[src/rtl/uart_tx_fifo_if.sv]
// Host push port plus the transmitter handshake of uart_tx_fifo.
// The master modport is the surrounding logic; the slave modport is the FIFO.
interface uart_tx_fifo_if #(
    parameter int ADDR_W = 4
);
    logic              wr_en;
    logic [7:0]        wr_data;
    logic              full;
    logic              empty;
    logic [ADDR_W:0]   count;
    logic              overflow;
    logic              busy;
    logic              TxEnable;
    logic [7:0]        TxData;
    logic              TxDone;

    modport master (
        output wr_en, wr_data, TxDone,
        input  full, empty, count, overflow, busy, TxEnable, TxData
    );

    modport slave (
        input  wr_en, wr_data, TxDone,
        output full, empty, count, overflow, busy, TxEnable, TxData
    );
endinterface

[src/rtl/uart_tx_fifo.sv]
// Byte FIFO in front of the UART transmitter; issues one frame at a time.
//
// state | meaning
// IDLE  | nothing in flight; waits for a stored byte
// ISSUE | TxEnable high for one cycle; head byte is popped on exit
// WAIT  | frame on the line; waits for TxDone
module uart_tx_fifo #(
    parameter int DEPTH  = 16,
    parameter int ADDR_W = 4
) (
    input  logic          tck,
    input  logic          reset,
    uart_tx_fifo_if.slave bus
);
    typedef enum logic [1:0] {
        IDLE  = 2'd0,
        ISSUE = 2'd1,
        WAIT  = 2'd2
    } state_t;

    localparam logic [ADDR_W:0] CNT_FULL = (ADDR_W+1)'(DEPTH);

    state_t            state;
    state_t            state_nxt;
    logic [7:0]        mem [DEPTH];
    logic [ADDR_W-1:0] wptr;
    logic [ADDR_W-1:0] rptr;
    logic [ADDR_W:0]   count_q;
    logic [7:0]        tx_data_q;
    logic              tx_enable_q;
    logic              overflow_q;
    logic              pop;
    logic              push;
    logic              load_tx;

    // A push at full still fits when the head byte leaves on the same edge.
    assign pop  = (state == ISSUE);
    assign push = bus.wr_en && ((count_q != CNT_FULL) || pop);

    always_comb begin
        state_nxt = state;
        load_tx   = 1'b0;
        case (state)
            IDLE: begin
                if (count_q != '0) begin
                    state_nxt = ISSUE;
                    load_tx   = 1'b1;
                end
            end
            ISSUE: state_nxt = WAIT;
            WAIT: begin
                if (bus.TxDone) state_nxt = IDLE;
            end
            default: state_nxt = IDLE;
        endcase
    end

    always_ff @(posedge tck or negedge reset) begin
        if (!reset) state <= IDLE;
        else        state <= state_nxt;
    end

    always_ff @(posedge tck or negedge reset) begin
        if (!reset) begin
            wptr        <= '0;
            rptr        <= '0;
            count_q     <= '0;
            tx_data_q   <= 8'h00;
            tx_enable_q <= 1'b0;
            overflow_q  <= 1'b0;
        end else begin
            if (push) wptr <= wptr + 1'b1;
            if (pop)  rptr <= rptr + 1'b1;
            case ({push, pop})
                2'b10:   count_q <= count_q + 1'b1;
                2'b01:   count_q <= count_q - 1'b1;
                default: count_q <= count_q;
            endcase
            // TxData is only reloaded here so it holds through the whole frame.
            if (load_tx) tx_data_q <= mem[rptr];
            tx_enable_q <= load_tx;
            overflow_q  <= bus.wr_en && !push;
        end
    end

    always_ff @(posedge tck) begin
        if (push) mem[wptr] <= bus.wr_data;
    end

    assign bus.count    = count_q;
    assign bus.full     = (count_q == CNT_FULL);
    assign bus.empty    = (count_q == '0);
    assign bus.overflow = overflow_q;
    assign bus.busy     = (state != IDLE);
    assign bus.TxEnable = tx_enable_q;
    assign bus.TxData   = tx_data_q;
endmodule

[src/flat_wrapper.sv]
// flat-port wrapper written by rule: the top's interface ports become plain ports
module uart_tx_fifo_flat 
#(
    parameter int DEPTH  = 16,
    parameter int ADDR_W = 4
)
  (tck, reset, bus_wr_en, bus_wr_data, bus_TxDone, bus_full, bus_empty, bus_count, bus_overflow, bus_busy, bus_TxEnable, bus_TxData);
  uart_tx_fifo_if #(.ADDR_W(ADDR_W)) bus_i ();
  input  logic tck;
  input  logic reset;
  input wire logic [$bits(bus_i.wr_en)-1:0] bus_wr_en;
  input wire logic [$bits(bus_i.wr_data)-1:0] bus_wr_data;
  input wire logic [$bits(bus_i.TxDone)-1:0] bus_TxDone;
  output wire logic [$bits(bus_i.full)-1:0] bus_full;
  output wire logic [$bits(bus_i.empty)-1:0] bus_empty;
  output wire logic [$bits(bus_i.count)-1:0] bus_count;
  output wire logic [$bits(bus_i.overflow)-1:0] bus_overflow;
  output wire logic [$bits(bus_i.busy)-1:0] bus_busy;
  output wire logic [$bits(bus_i.TxEnable)-1:0] bus_TxEnable;
  output wire logic [$bits(bus_i.TxData)-1:0] bus_TxData;
  assign bus_i.wr_en = bus_wr_en;
  assign bus_i.wr_data = bus_wr_data;
  assign bus_i.TxDone = bus_TxDone;
  assign bus_full = bus_i.full;
  assign bus_empty = bus_i.empty;
  assign bus_count = bus_i.count;
  assign bus_overflow = bus_i.overflow;
  assign bus_busy = bus_i.busy;
  assign bus_TxEnable = bus_i.TxEnable;
  assign bus_TxData = bus_i.TxData;
  uart_tx_fifo #(.DEPTH(DEPTH), .ADDR_W(ADDR_W)) u_core (.tck(tck), .reset(reset), .bus(bus_i));
endmodule
[config.mk]
export PLATFORM = sky130hd
export DESIGN_NAME = uart_tx_fifo_flat
export DESIGN_NICKNAME = d
export VERILOG_FILES = /design/src/rtl/uart_tx_fifo_if.sv /design/src/rtl/uart_tx_fifo.sv /design/src/flat_wrapper.sv
export SDC_FILE = /design/constraint.sdc
export NUM_CORES = 1
export LEC_CHECK = 0
export BUFFER_PORTS_ARGS = -buffer_cell sky130_fd_sc_hd__buf_2
export CAP_MARGIN = 20
export CORE_ASPECT_RATIO = 0.7
export CORE_UTILIZATION = 35
export DETAILED_ROUTE_END_ITERATION = 7
export GPL_TIMING_DRIVEN = 0
export PLACE_DENSITY = 0.6
export SLEW_MARGIN = 20
export SYNTH_ARGS = -nofsm -noshare
export SYNTH_HDL_FRONTEND = slang
export SYNTH_SLANG_ARGS = --single-unit
[constraint.sdc]
create_clock -name tck -period 2.6 [get_ports tck]
set_input_delay 0.26 -clock tck [delete_from_list [all_inputs] [get_ports tck]]
set_output_delay 0.26 -clock tck [all_outputs]
set_load 0.01 [all_outputs]
# After elaboration in Yosys (flattened, before gate mapping)
# Memory sizes are Yosys's and may differ from the RTL's. A register that Yosys moved wholly into a read port is not among the register bits.
# Index checks and enable logic that the tools add are counted.
[totals] register_bits=17 n_memories=1 ram_bits=128 inputBits=12
[mem_list] name="u_core.mem" depth=16 width=8 read_ports=1 rd_ports_with_merged_regs=1 wr=1 line_no="uart_tx_fifo.sv:25" rtl="logic [7:0] mem [DEPTH];"
[op_classes] eq_ne=8 muxes=8 addsub=4 reduce_logical=11
[op_table] op="$pmux 5 s2" count=1
[op_table] op="$add 4x1->4 const B" count=2
[op_table] op="$pmux 2 s3" count=1
[op_table] op="$add 5x1->5 const B" count=1
[op_table] op="$eq 5x5->1 const B" count=1
[op_table] op="$logic_not 5->1" count=1
[op_table] op="$ne 5x5->1 const B" count=1
[op_table] op="$reduce_bool 5->1" count=1
[op_table] op="$sub 5x1->5 const B" count=1
[op_table] op="$eq 2x1->1 const B" count=2
[op_table] op="$eq 2x2->1 const B" count=2
[op_table] op="$mux 1" count=4
[op_table] op="$mux 2" count=2
[op_table] op="$reduce_bool 2->1" count=2
[op_table] op="$logic_and 1x1->1" count=2
[op_table] op="$logic_not 1->1" count=2
[op_table] op="$logic_not 2->1" count=1
[op_table] op="$ne 2x1->1 const B" count=1
[op_table] op="$ne 2x2->1 const B" count=1
[op_table] op="$reduce_and 2->1" count=1
[op_table] op="$logic_or 1x1->1" count=1

# Longest topological paths before layout
# Gate-level depths: netlist of run 1.
[depth] word_depth=5 mapped_depth=9 ltp_nobuf=9

# Worst setup path after synthesis of run 1
# OpenSTA, ideal clock, no wires.
[synth_timing] kind="register to register" start="register u_core.count_q[0] (netlist: u_core.bus.count[0])" end="memory u_core.mem[3][0], enable pin" arrival_ns=1.746 path_buffers=1 path_slack_ns=0.471 path_stages_with_launch=7 setup_time_ns=0.383 path_cell_list="dfrtp_1 > nor4_2 > nand2_1 > o21a_1 > clkbuf_1 > nand2_1 > nor3_1"
[synth_between] elab_chain_cells=5
[synth_lines] item="start: declaration" line_no="uart_tx_fifo.sv:28" rtl="logic [ADDR_W:0] count_q;"
[synth_lines] item="start signal: assignment" line_no="uart_tx_fifo.sv:75" rtl="2'b10: count_q <= count_q + 1'b1;"
[synth_lines] item="start signal: assignment" line_no="uart_tx_fifo.sv:76" rtl="2'b01: count_q <= count_q - 1'b1;"
[synth_lines] item="start signal: assignment" line_no="uart_tx_fifo.sv:77" rtl="default: count_q <= count_q;"
[synth_lines] item="$ne 5x5->1" line_no="uart_tx_fifo.sv:38" rtl="assign push = bus.wr_en && ((count_q != CNT_FULL) || pop);"
[synth_lines] item="$logic_or 1x1->1" line_no="uart_tx_fifo.sv:38"
[synth_lines] item="$logic_and 1x1->1" line_no="uart_tx_fifo.sv:38"
[synth_lines] item="$mux 1" line_no="uart_tx_fifo.sv:87" rtl="if (push) mem[wptr] <= bus.wr_data;"
[synth_lines] item="$mux 1 (not written as such)" line_no="uart_tx_fifo.sv:87"
[synth_lines] item="end: declaration" line_no="uart_tx_fifo.sv:25"
# No other way between the ends.

# Final worst setup path of run 1
[layout_timing] start="register u_core.state[1]" end="memory u_core.mem[10][7], enable pin"
[layout_between] elab_chain_cells=5
[layout_lines] item="start: declaration" line_no="uart_tx_fifo.sv:23" rtl="state_t state;"
[layout_lines] item="start signal: assignment" line_no="uart_tx_fifo.sv:60" rtl="else state <= state_nxt;"
[layout_lines] item="$eq 2x1->1" line_no="uart_tx_fifo.sv:37" rtl="assign pop = (state == ISSUE);"
[layout_lines] item="$logic_or 1x1->1" line_no="uart_tx_fifo.sv:38"
[layout_lines] item="$logic_and 1x1->1" line_no="uart_tx_fifo.sv:38"
[layout_lines] item="$mux 1" line_no="uart_tx_fifo.sv:87"
[layout_lines] item="$mux 1 (not written as such)" line_no="uart_tx_fifo.sv:87"
# No other way between the ends.

==> run_results.csv, run 1 <==
group,metric,value,unit
run_status,status,"finished clean",
clocking,clk_path_buf_depth,2,
synthesis,synthesis.area_per_instance,18.7,sq um
worst_setup_path,crit_path_max_incr_delay,0.67,ns
sta,timing.final.setup_violations,0,
worst_setup_path,worst_setup_path_start_kind,"register",
grt,grt_max_degree,26,
synthesis,synth_cells,332,
detailed_routing,final_ant_viol_nets,0,
sta,timing.final.max_slew_violations,0,
clocking,clk_pin_slew,0.06,ns
clocking,clock-root-buffer,"clkbuf_16",
synthesis,netlist.top_cell.by_area,"edfxtp_1",
grt,grt_first_pass_wirelength,18700,um
worst_setup_path,cp_slowest_cell,"nor2_1",
power_and_ir_drop,peakVddDrop,0.000471,V
worst_setup_path,r2r_setup_slack,0.09,ns
worst_setup_path,critPathArrivalTime,2.55,ns
power_and_ir_drop,comb_power_share,32.0,%
layout,combined_area_of_the_multi_input_logic_cells,1640,sq um
place,post_place_setup_slack,0.0441,ns
worst_setup_path,cp_data_required_time,2.65,ns
worst_setup_path,setup.worst_path.start,"u_core.state[1]",
grt,first_global_vias,3152,
synthesis,ys.flop_type,"edfxtp_1",
die,die-area,18300,sq um
worst_setup_path,worst_setup_path_class,"register to register",
detailed_routing,via_per_inst,4.85,
sta,grt_setup_unrepaired,"true",
clocking,tritoncts.num_buffers,17,
worst_setup_path,r2r_start,"u_core.state[1]",
synthesis,synth_top_cell_area_share,62.0,%
power_and_ir_drop,power_density,1130,nW/um^2
synthesis,synthesis.yosys.warnings,0,
layout,syn2layout_area_growth,17.0,%
layout,final_layout_size_suffix_gt1_share,28.4,%
place,gp_congestion,0.730,
synthesis,synthArstFlopShare,16.3,%
synthesis,netlist_area,6200,sq um
die,die_y,113,um
power_and_ir_drop,power.net_switching,2.65,mW
clocking,sinks_on_clock_net,153,
layout,nFillCells,1544,
flow_run,max-cap-violations,0,
sta,setup_slack,0.0940,ns
layout,diodes,0,
clocking,cts-htree-levels,4,
die,placeableCoreArea,17300,sq um
power_and_ir_drop,leakage_power,2.58,nW
worst_hold_path,min_from,"bus_TxDone",
sta,timing.setup.tns,0,ns
synthesis,synth_seq_cells,153,
detailed_routing,wl_per_cell,19.6,um
worst_setup_path,path_max_fanout,8,
place,hpwlAfterDp,7970,um
clocking,cts_tree,"done",
grt,global_route.overflow_total,0,
grt,global_route.usage.total,14.7,%
synthesis,synth.most_common_cell,"edfxtp_1",
power_and_ir_drop,switching_share,32.2,%
sta,final.setup_skew,0.00964,ns
sta,worstMarginPinSlew,0.828,ns
die,floorplan.initialDensity,35.9,%
layout,layout.area.seq,4470,sq um
place,io_buffers,29,
power_and_ir_drop,power.share.clock,28.6,%
detailed_routing,drt-total-wl,12200,um
worst_setup_path,nature_of_the_critical_path_endpoint,"register",
synthesis,yosysUniqueCellTypes,30,
synthesis,synth_nets,353,
layout,nNetsFinal,402,
detailed_routing,detail_route.iter0.violations,256,
sta,period_share,96.4,%
sta,slew_headroom,44.5,%
die,die_w,161,um
clocking,clk_latency,0.42,ns
power_and_ir_drop,sequential_power_share,39.4,%
grt,initial_antenna_violation_count,0,
synthesis,sequential_element_share_of_the_synthesized_area,72.1,%
detailed_routing,firstDrtPassIters,4,
die,core.rowCount,40,
worst_hold_path,min-delay-path-class,"input port to register",
synthesis,ys_top_cells_by_area,"edfxtp_1 62%, dfrtp_1 10%, mux4_1 7.2%",
sta,layout_min_cycle_time,2.51,ns
die,top_level_ports,30,
worst_setup_path,path_cells,"nor2b_1 -> o21a_1 -> clkbuf_1 -> nand2_1 -> nor2_1",
sta,max_freq,0.399,GHz
layout,finish.utilization,42.0,%
power_and_ir_drop,power.internal,5.58,mW
sta,timing.final.hold_violations,0,
synthesis,number_of_enable_flip_flop_cells_after_synthesis,128,
detailed_routing,route.vias.total,3034,
detailed_routing,detail_route.drc_violations,0,
synthesis,synth_common_cells,"128 x edfxtp_1, 28 x nand2_1, 25 x dfrtp_1, 17 x mux4_1",
[routing by layer]
layer | global-route usage, % | wire (um)
met2 | 20.8 | 5350
met4 | 4.65 | 108
met3 | 4.69 | 533
met5 | 0 | 0
met1 | 21.3 | 6250
[sequential cells by signal (all words and copies together) (netlist names)]
| register | flops |
|---|---|
| u_core.bus.TxData | 8 |
| u_core.rptr | 4 |
| u_core.bus.overflow | 1 |
| u_core.bus.TxEnable | 1 |
| u_core.wptr | 4 |
| u_core.bus.count | 5 |
| u_core.mem | 128 |
| u_core.state | 2 |
[cells by family (layout without fill, tap and decap cells)]
logic type	count (synthesis)	count (layout)	synth area share [%]
and+or+nand+nor	58	58	4.14
xor gates and xnor gates	10	10	1.41
buffers and inverters	26	88	2.32
AOI/OAI and AO/OA	24	24	2.06
muxes	52	52	16.1
DFF	153	153	72.1
adders and majority gates	9	9	1.94
[power by group through the flow]
stage / sequential, mW / combinational, mW / clock (mW)
after global routing: 3.28 / 2.89 / 2.51
after floorplan: 3.30 / 1.80 / 0
after detailed placement: 3.30 / 2.63 / 0
after CTS: 3.25 / 2.65 / 2.41
final: 3.24 / 2.64 / 2.35
after global placement: 3.27 / 2.57 / 0
[area by class of cell]
| class | instances | share of cell area, % |
|---|---|---|
| clock inverters | 14 | 1.88 |
| clock buffers | 18 | 5.91 |
| repair buffers | 30 | 2.14 |
| plain buffers | 17 | 1.52 |
| well taps | 231 | 3.98 |
| multi-input cells | 153 | 22.5 |
| inverters | 9 | 0.465 |
| flip-flops and latches | 153 | 61.6 |
[cells in the final DEF, fill, tap and decap left out, drive strengths merged, types with 2 or more instances in the layout]
cell and count:
edfxtp 128, buf 42, mux4 32, nand2 28, dfrtp 25, clkbuf 22
o21ai 18, inv 15, nor2 15, mux2 10, mux2i 10, xnor2 10
ha 8, nand2b 4, clkinvlp 4, nor3 4, a21oi 3, clkinv 3
or2 2, nor2b 2, a21o 2, nand4 2
[repair_timing]
item                                    in CTS  in global routing
hold buffers                                 1                  0
endpoints found under the setup margin       0                128
hold endpoints to repair                    25                  0
gates resized for setup                      0                  9
buffers inserted                             0                  0
[worst paths after layout]
| check | endpoint | cells after the start |
|---|---|---|
| max | u_core.mem[10][7] | 5 |
| min | u_core.state[1] | 2 |
| max reg2reg | u_core.mem[10][7] | 5 |
| min reg2reg | u_core.bus.TxData[4] | 2 |
| max in group asynchronous | u_core.wptr[2] | 2 |
| min in group asynchronous | u_core.state[0] | 2 |
[per-stage QoR]
step	cells	cell area [sq um]	power [mW]	hold slack, ns
6_report	625	7260	8.23	0.0407
4_1_cts	625	7230	8.30	0.0305
2_1_floorplan	332	6200	5.11	-0.0356
3_5_place_dp	592	6660	5.93	0.308
3_3_place_gp	592	6640	5.84	0.296
5_1_grt	625	7260	8.69	0.0629
[critical path, delay by kind of cell (launching register included)]
kind            cells  cell delay [ns]
compound gates      1             0.27
flops               1             0.40
simple gates        3             1.17
buf+inv             1             0.29
Power figures use the tool's default switching activity.
==> run 2, diff against run 1 <==
--- a/config.mk
+++ b/config.mk
@@ -11,7 +11,7 @@
 export CORE_UTILIZATION = 35
 export DETAILED_ROUTE_END_ITERATION = 7
 export GPL_TIMING_DRIVEN = 0
-export PLACE_DENSITY = 0.6
+export PLACE_DENSITY = 0.62
 export SLEW_MARGIN = 20
 export SYNTH_ARGS = -nofsm -noshare
 export SYNTH_HDL_FRONTEND = slang
==> constraint.sdc (replaced) <==
create_clock -name tck -period 2.04 [get_ports tck]
set_input_delay 0.204 -clock tck [delete_from_list [all_inputs] [get_ports tck]]
set_output_delay 0.204 -clock tck [all_outputs]
set_load 0.01 [all_outputs]
==> run_results.csv, run 2 (synthesized netlist as in run 1, its figures left out) <==
group,metric,value,unit
run_status,status,"finished clean",
worst_setup_path,r2r.worst_path.cells,6,
sta,slew_headroom,59.8,%
die,core.rowCount,40,
worst_hold_path,hold_end,"u_core.bus.overflow",
detailed_routing,detail_route.iter0.violations,277,
power_and_ir_drop,fin_total_pwr,11.1,mW
layout,largest_reg_flops,128,
sta,timing.final.hold_violations,0,
worst_hold_path,hold_path_depth,3,
grt,initial_antenna_violation_count,0,
worst_setup_path,path_cells,"nor4_2 -> nand2_1 -> o21a_2 -> nand2_2 -> nor3_4 -> buf_12",
detailed_routing,drt-total-wl,12800,um
grt,global_route.overflow_total,0,
clocking,sinks_on_clock_net,153,
die,floorplan.initialDensity,35.9,%
worst_hold_path,min_from,"bus_wr_en",
worst_setup_path,worst_setup_path_class,"register to register",
detailed_routing,final_ant_viol_nets,0,
layout,mostFrequentLayoutCells,"128 x edfxtp_1, 35 x buf_2, 25 x dfrtp_1",
layout,nNetsFinal,415,
worst_hold_path,min-delay-path-class,"input port to register",
sta,final.setup_skew,0.0124,ns
layout,nFillCells,1499,
clocking,clk_path_buf_depth,2,
layout,final_common_cell,"edfxtp_1",
grt,grt_first_pass_wirelength,19700,um
clocking,clk_latency,0.42,ns
layout,syn2layout_area_growth,22.2,%
clocking,tritoncts.num_buffers,17,
place,io_buffers,29,
worst_setup_path,path_max_fanout,8,
worst_setup_path,r2r_start,"u_core.bus.count[0]",
grt,first_global_vias,3349,
place,gp_congestion,0.731,
sta,finalHoldWorstSlack,0.0536,ns
worst_setup_path,critPathArrivalTime,2.19,ns
power_and_ir_drop,peakVddDrop,0.000655,V
die,placeableCoreArea,17300,sq um
die,die_y,113,um
sta,grt_setup_unrepaired,"true",
clocking,clk_pin_slew,0.07,ns
worst_setup_path,cp_slowest_cell,"dfrtp_1",
sta,max_freq,0.497,GHz
detailed_routing,detail_route.drc_violations,0,
worst_setup_path,worst_setup_path_start_kind,"register",
clocking,cts_tree,"done",
power_and_ir_drop,leakage_power,2.69,nW
detailed_routing,route.vias.total,3126,
grt,global_route.usage.total,15.4,%
detailed_routing,via_per_inst,4.90,
die,top_level_ports,30,
sta,worstMarginPinSlew,0.603,ns
layout,final_layout_size_suffix_gt1_share,37.8,%
layout,finish.utilization,43.9,%
clocking,cts-htree-levels,4,
die,die_w,161,um
detailed_routing,firstDrtPassIters,4,
sta,period_share,98.6,%
grt,grt_max_degree,26,
sta,timing.final.setup_violations,0,
worst_setup_path,cp_data_required_time,2.22,ns
worst_setup_path,nature_of_the_critical_path_endpoint,"register",
clocking,clock-root-buffer,"clkbuf_16",
place,hpwlAfterDp,8110,um
sta,layout_min_cycle_time,2.01,ns
layout,diodes,0,
worst_setup_path,r2r_setup_slack,0.03,ns
die,die-area,18300,sq um
flow_run,max-cap-violations,0,
sta,timing.final.max_slew_violations,0,
place,dpl_cell_area,6660,sq um
worst_setup_path,worst_r2r_endpoint,"u_core.mem[3][7]",
worst_setup_path,crit_path_max_incr_delay,0.44,ns
power_and_ir_drop,power_density,1470,nW/um^2
layout,regMostFlops,"u_core.mem",
detailed_routing,wl_per_cell,20.0,um
layout,postLayoutCellArea,7580,sq um
## run 2: changes by cell type in the layout (fill, tap and decap cells not counted), moves of 5 or more
cell	delta
nor2_4	+13
nor2_2	-8
buf_4	+11
mux4_2	+9
nor2_1	-5
buf_12	+5
mux4_1	-9
## run 2: layout make-up
| cell class | instances | area (sq um) | share of cell area, % |
|---|---|---|---|
| multi-input cells | 153 | 1740 | 23.0 |
| inverters | 9 | 33.8 | 0.446 |
| plain buffers | 14 | 113 | 1.49 |
| flip-flops and latches | 153 | 4470 | 59.0 |
| well taps | 231 | 289 | 3.82 |
| clock inverters | 15 | 164 | 2.16 |
| clock buffers | 17 | 425 | 5.62 |
| repair buffers | 46 | 340 | 4.49 |
## run 2: per-stage QoR
step,cells,setup TNS (ns),worst slack (ns)
5_1_grt,638,-1.18,-0.0533
3_3_place_gp,592,-62.05,-0.822
2_1_floorplan,332,-0.866,-0.0541
6_report,638,0,0.0296
3_5_place_dp,592,-63.88,-0.567
4_1_cts,634,0,0.00913
## run 2: routing by layer
metal | GRT usage [%] | wire, um | vias to the layer above
li1 | - | - | 1414
met1 | 22.3 | 6090 | 1613
met2 | 22.6 | 5670 | 89
met3 | 4.04 | 937 | 10
met4 | 4.91 | 78 | 0
met5 | 0 | 0 | -
## run 2: critical path: cells and delay by family, from the launching register on
kind | cells | cell delay [ns]
compound gates | 1 | 0.33
buf+inv | 1 | 0.17
flops | 1 | 0.44
simple gates | 4 | 0.81
## run 2: worst max path at each step
stage | endpoint | slack, ns | start | cells after the start
3_5_place_dp | u_core.mem[4][6] | -0.57 | u_core.state[1] | 5
3_3_place_gp | u_core.mem[1][5] | -0.82 | u_core.state[1] | 5
5_1_grt | u_core.mem[3][7] | -0.05 | u_core.bus.count[0] | 6
4_1_cts | u_core.bus.TxData[2] | 0.009 | u_core.rptr[0] | 6
6_report | u_core.mem[3][7] | 0.03 | u_core.bus.count[0] | 6
2_1_floorplan | u_core.mem[1][0] | -0.05 | u_core.bus.count[0] | 6
## run 2: timing repair
action                                 4_1_cts  5_1_grt
buffers inserted                             9        6
hold buffers                                 2        0
pin swaps                                    6        1
endpoints found under the hold margin       26        0
resized for setup                           43       14
setup endpoints to repair                  138      120
## run 2: where the power goes
group          internal [mW]  switching (mW)  leakage (nW)
sequential              3.91           0.312          1.46
combinational           1.76            2.01         0.944
clock                   1.83            1.32         0.291
==> run 3, diff against run 2 <==
--- a/config.mk
+++ b/config.mk
@@ -9,6 +9,7 @@
 export CAP_MARGIN = 20
 export CORE_ASPECT_RATIO = 0.7
 export CORE_UTILIZATION = 35
+export CTS_BUF_LIST = sky130_fd_sc_hd__clkbuf_8
 export DETAILED_ROUTE_END_ITERATION = 7
 export GPL_TIMING_DRIVEN = 0
 export PLACE_DENSITY = 0.62
==> run_results.csv, run 3 (synthesized netlist as in run 1, its figures left out) <==
group,metric,value,unit
sta,max_freq,0.511,GHz
clocking,clk_latency,0.45,ns
detailed_routing,final_ant_viol_nets,0,
clocking,clock-root-buffer,"clkbuf_8",
clocking,cts-htree-levels,4,
layout,mostFrequentLayoutCells,"128 x edfxtp_1, 35 x buf_2, 25 x dfrtp_1",
clocking,tritoncts.num_buffers,17,
clocking,clk_pin_slew,0.09,ns
sta,timing.final.setup_violations,0,
sta,worstMarginPinSlew,0.595,ns
sta,timing.final.max_slew_violations,0,
worst_setup_path,worst_setup_path_class,"register to register",
layout,postLayoutCellArea,7360,sq um
worst_setup_path,timing.critical_path.max_delay_family,"multiplexers",
power_and_ir_drop,fin_total_pwr,10.3,mW
worst_setup_path,cp_data_required_time,2.36,ns
die,placeableCoreArea,17300,sq um
sta,layout_min_cycle_time,1.96,ns
detailed_routing,detail_route.iter0.violations,259,
layout,nNetsFinal,412,
die,die_w,161,um
power_and_ir_drop,comb_power_share,36.6,%
detailed_routing,via_per_inst,4.86,
worst_setup_path,r2r_start,"u_core.rptr[0]",
worst_setup_path,critical_path_buf_inv_count,2,
worst_setup_path,crit_path_max_incr_delay,0.57,ns
place,dpl_cell_area,6660,sq um
place,gp_congestion,0.731,
detailed_routing,wl_per_cell,20.0,um
power_and_ir_drop,peakVddDrop,0.000595,V
grt,first_global_vias,3320,
worst_hold_path,hold_path_depth,3,
power_and_ir_drop,power.internal,6.76,mW
sta,timing.setup.tns,0,ns
power_and_ir_drop,power.net_switching,3.54,mW
grt,initial_antenna_violation_count,0,
die,die_y,113,um
detailed_routing,firstDrtPassIters,5,
place,io_buffers,29,
clocking,cts_tree,"done",
grt,global_route.usage.total,15.1,%
detailed_routing,drt-total-wl,12700,um
power_and_ir_drop,power_density,1400,nW/um^2
worst_setup_path,worst_setup_path_start_kind,"register",
layout,diodes,0,
die,top_level_ports,30,
die,floorplan.initialDensity,35.9,%
worst_setup_path,cp_slowest_cell,"mux4_2",
grt,global_route.overflow_total,0,
grt,grt_first_pass_wirelength,19500,um
die,die-area,18300,sq um
power_and_ir_drop,sequential_power_share,40.9,%
worst_hold_path,min-delay-path-class,"input port to register",
layout,nFillCells,1526,
layout,final_layout_size_suffix_gt1_share,37.6,%
layout,syn2layout_area_growth,18.7,%
detailed_routing,detail_route.drc_violations,0,
sta,slew_headroom,60.3,%
flow_run,max-cap-violations,0,
detailed_routing,route.vias.total,3088,
worst_setup_path,r2r.worst_path.cells,6,
run_status,status,"finished clean",
layout,regMostFlops,"u_core.mem",
clocking,clk_path_buf_depth,2,
worst_setup_path,critPathArrivalTime,2.28,ns
layout,largest_reg_flops,128,
power_and_ir_drop,power.share.clock,22.4,%
worst_setup_path,setup.worst_path.start,"u_core.rptr[0]",
worst_setup_path,path_max_fanout,10,
power_and_ir_drop,leakage_power,2.61,nW
place,hpwlAfterDp,8110,um
sta,period_share,95.9,%
clocking,sinks_on_clock_net,153,
grt,grt_max_degree,26,
worst_setup_path,nature_of_the_critical_path_endpoint,"register",
die,core.rowCount,40,
power_and_ir_drop,switching_share,34.3,%
worst_setup_path,path_cells,"buf_8 -> buf_12 -> mux4_2 -> mux2_2 -> o21ai_2 -> o21ai_0",
layout,final_common_cell,"edfxtp_1",
sta,grt_setup_unrepaired,"true",
worst_setup_path,worst-path-stages,6,
sta,timing.final.hold_violations,0,
sta,final.setup_skew,0.0129,ns
worst_hold_path,min_from,"bus_wr_en",
[run 3: power groups by stage]
| stage | clock [mW] | combinational, mW | sequential (mW) |
|---|---|---|---|
| detailed placement | 0 | 3.37 | 4.19 |
| CTS | 2.36 | 3.67 | 4.12 |
| global route | 2.49 | 4.15 | 4.27 |
| global placement | 0 | 3.31 | 4.16 |
| floorplan | 0 | 2.31 | 4.21 |
| finish | 2.31 | 3.77 | 4.21 |
[run 3: cell type report]
| type | count | area [sq um] | area share (%) |
|---|---|---|---|
| multi-input combinational | 153 | 1770 | 24.1 |
| clock inverter | 15 | 164 | 2.23 |
| inverter | 9 | 33.8 | 0.459 |
| buffer | 14 | 109 | 1.48 |
| timing repair buffer | 43 | 293 | 3.98 |
| sequential | 153 | 4470 | 60.7 |
| tap | 231 | 289 | 3.93 |
| clock buffer | 17 | 234 | 3.18 |
[run 3: worst paths after layout]
| kind | end | slack [ns] |
|---|---|---|
| hold / removal | u_core.bus.overflow | 0.03 |
| setup reg to reg | u_core.bus.TxData[3] | 0.08 |
| min in group asynchronous | u_core.bus.count[1] | 0.30 |
| max in group asynchronous | u_core.bus.TxData[4] | 1.34 |
| setup / recovery | u_core.bus.TxData[3] | 0.08 |
| hold reg to reg | u_core.bus.TxData[3] | 0.49 |
[run 3: through the flow]
| step | hold WS, ns | setup slack (ns) | util, % | cells |
|---|---|---|---|---|
| floorplan | -0.0916 | -0.0541 | - | 332 |
| global placement | 0.234 | -0.822 | 38.5 | 592 |
| detailed placement | 0.246 | -0.567 | 38.6 | 592 |
| CTS | 0.00325 | 0.00591 | 42.3 | 631 |
| global route | 0.0208 | 0.000890 | 42.6 | 635 |
| finish | 0.0291 | 0.0834 | 42.6 | 635 |
[run 3: metal layers]
layer,track usage (%),part of all wire [%],wire length [um]
met1,21.3,44,5590
met2,22.4,45,5680
met3,4.58,10,1320
met4,5.28,0.69,87
met5,0,0,0
[run 3: timing repair]
| action | CTS | global route |
|---|---|---|
| pin swaps | 6 | 1 |
| cloned | 0 | 0 |
| setup endpoints to repair | 138 | 130 |
| endpoints found under the hold margin | 26 | 0 |
| hold buffers | 2 | 0 |
| buffers inserted | 6 | 6 |
| gates resized for setup | 43 | 19 |
[run 3: worst register-to-register path, cell delays in order, from the launching register on]
cell and delay [ns]:
dfrtp_1 0.38, buf_8 0.16, buf_12 0.16, mux4_2 0.57, mux2_2 0.31, o21ai_2 0.16, o21ai_0 0.09
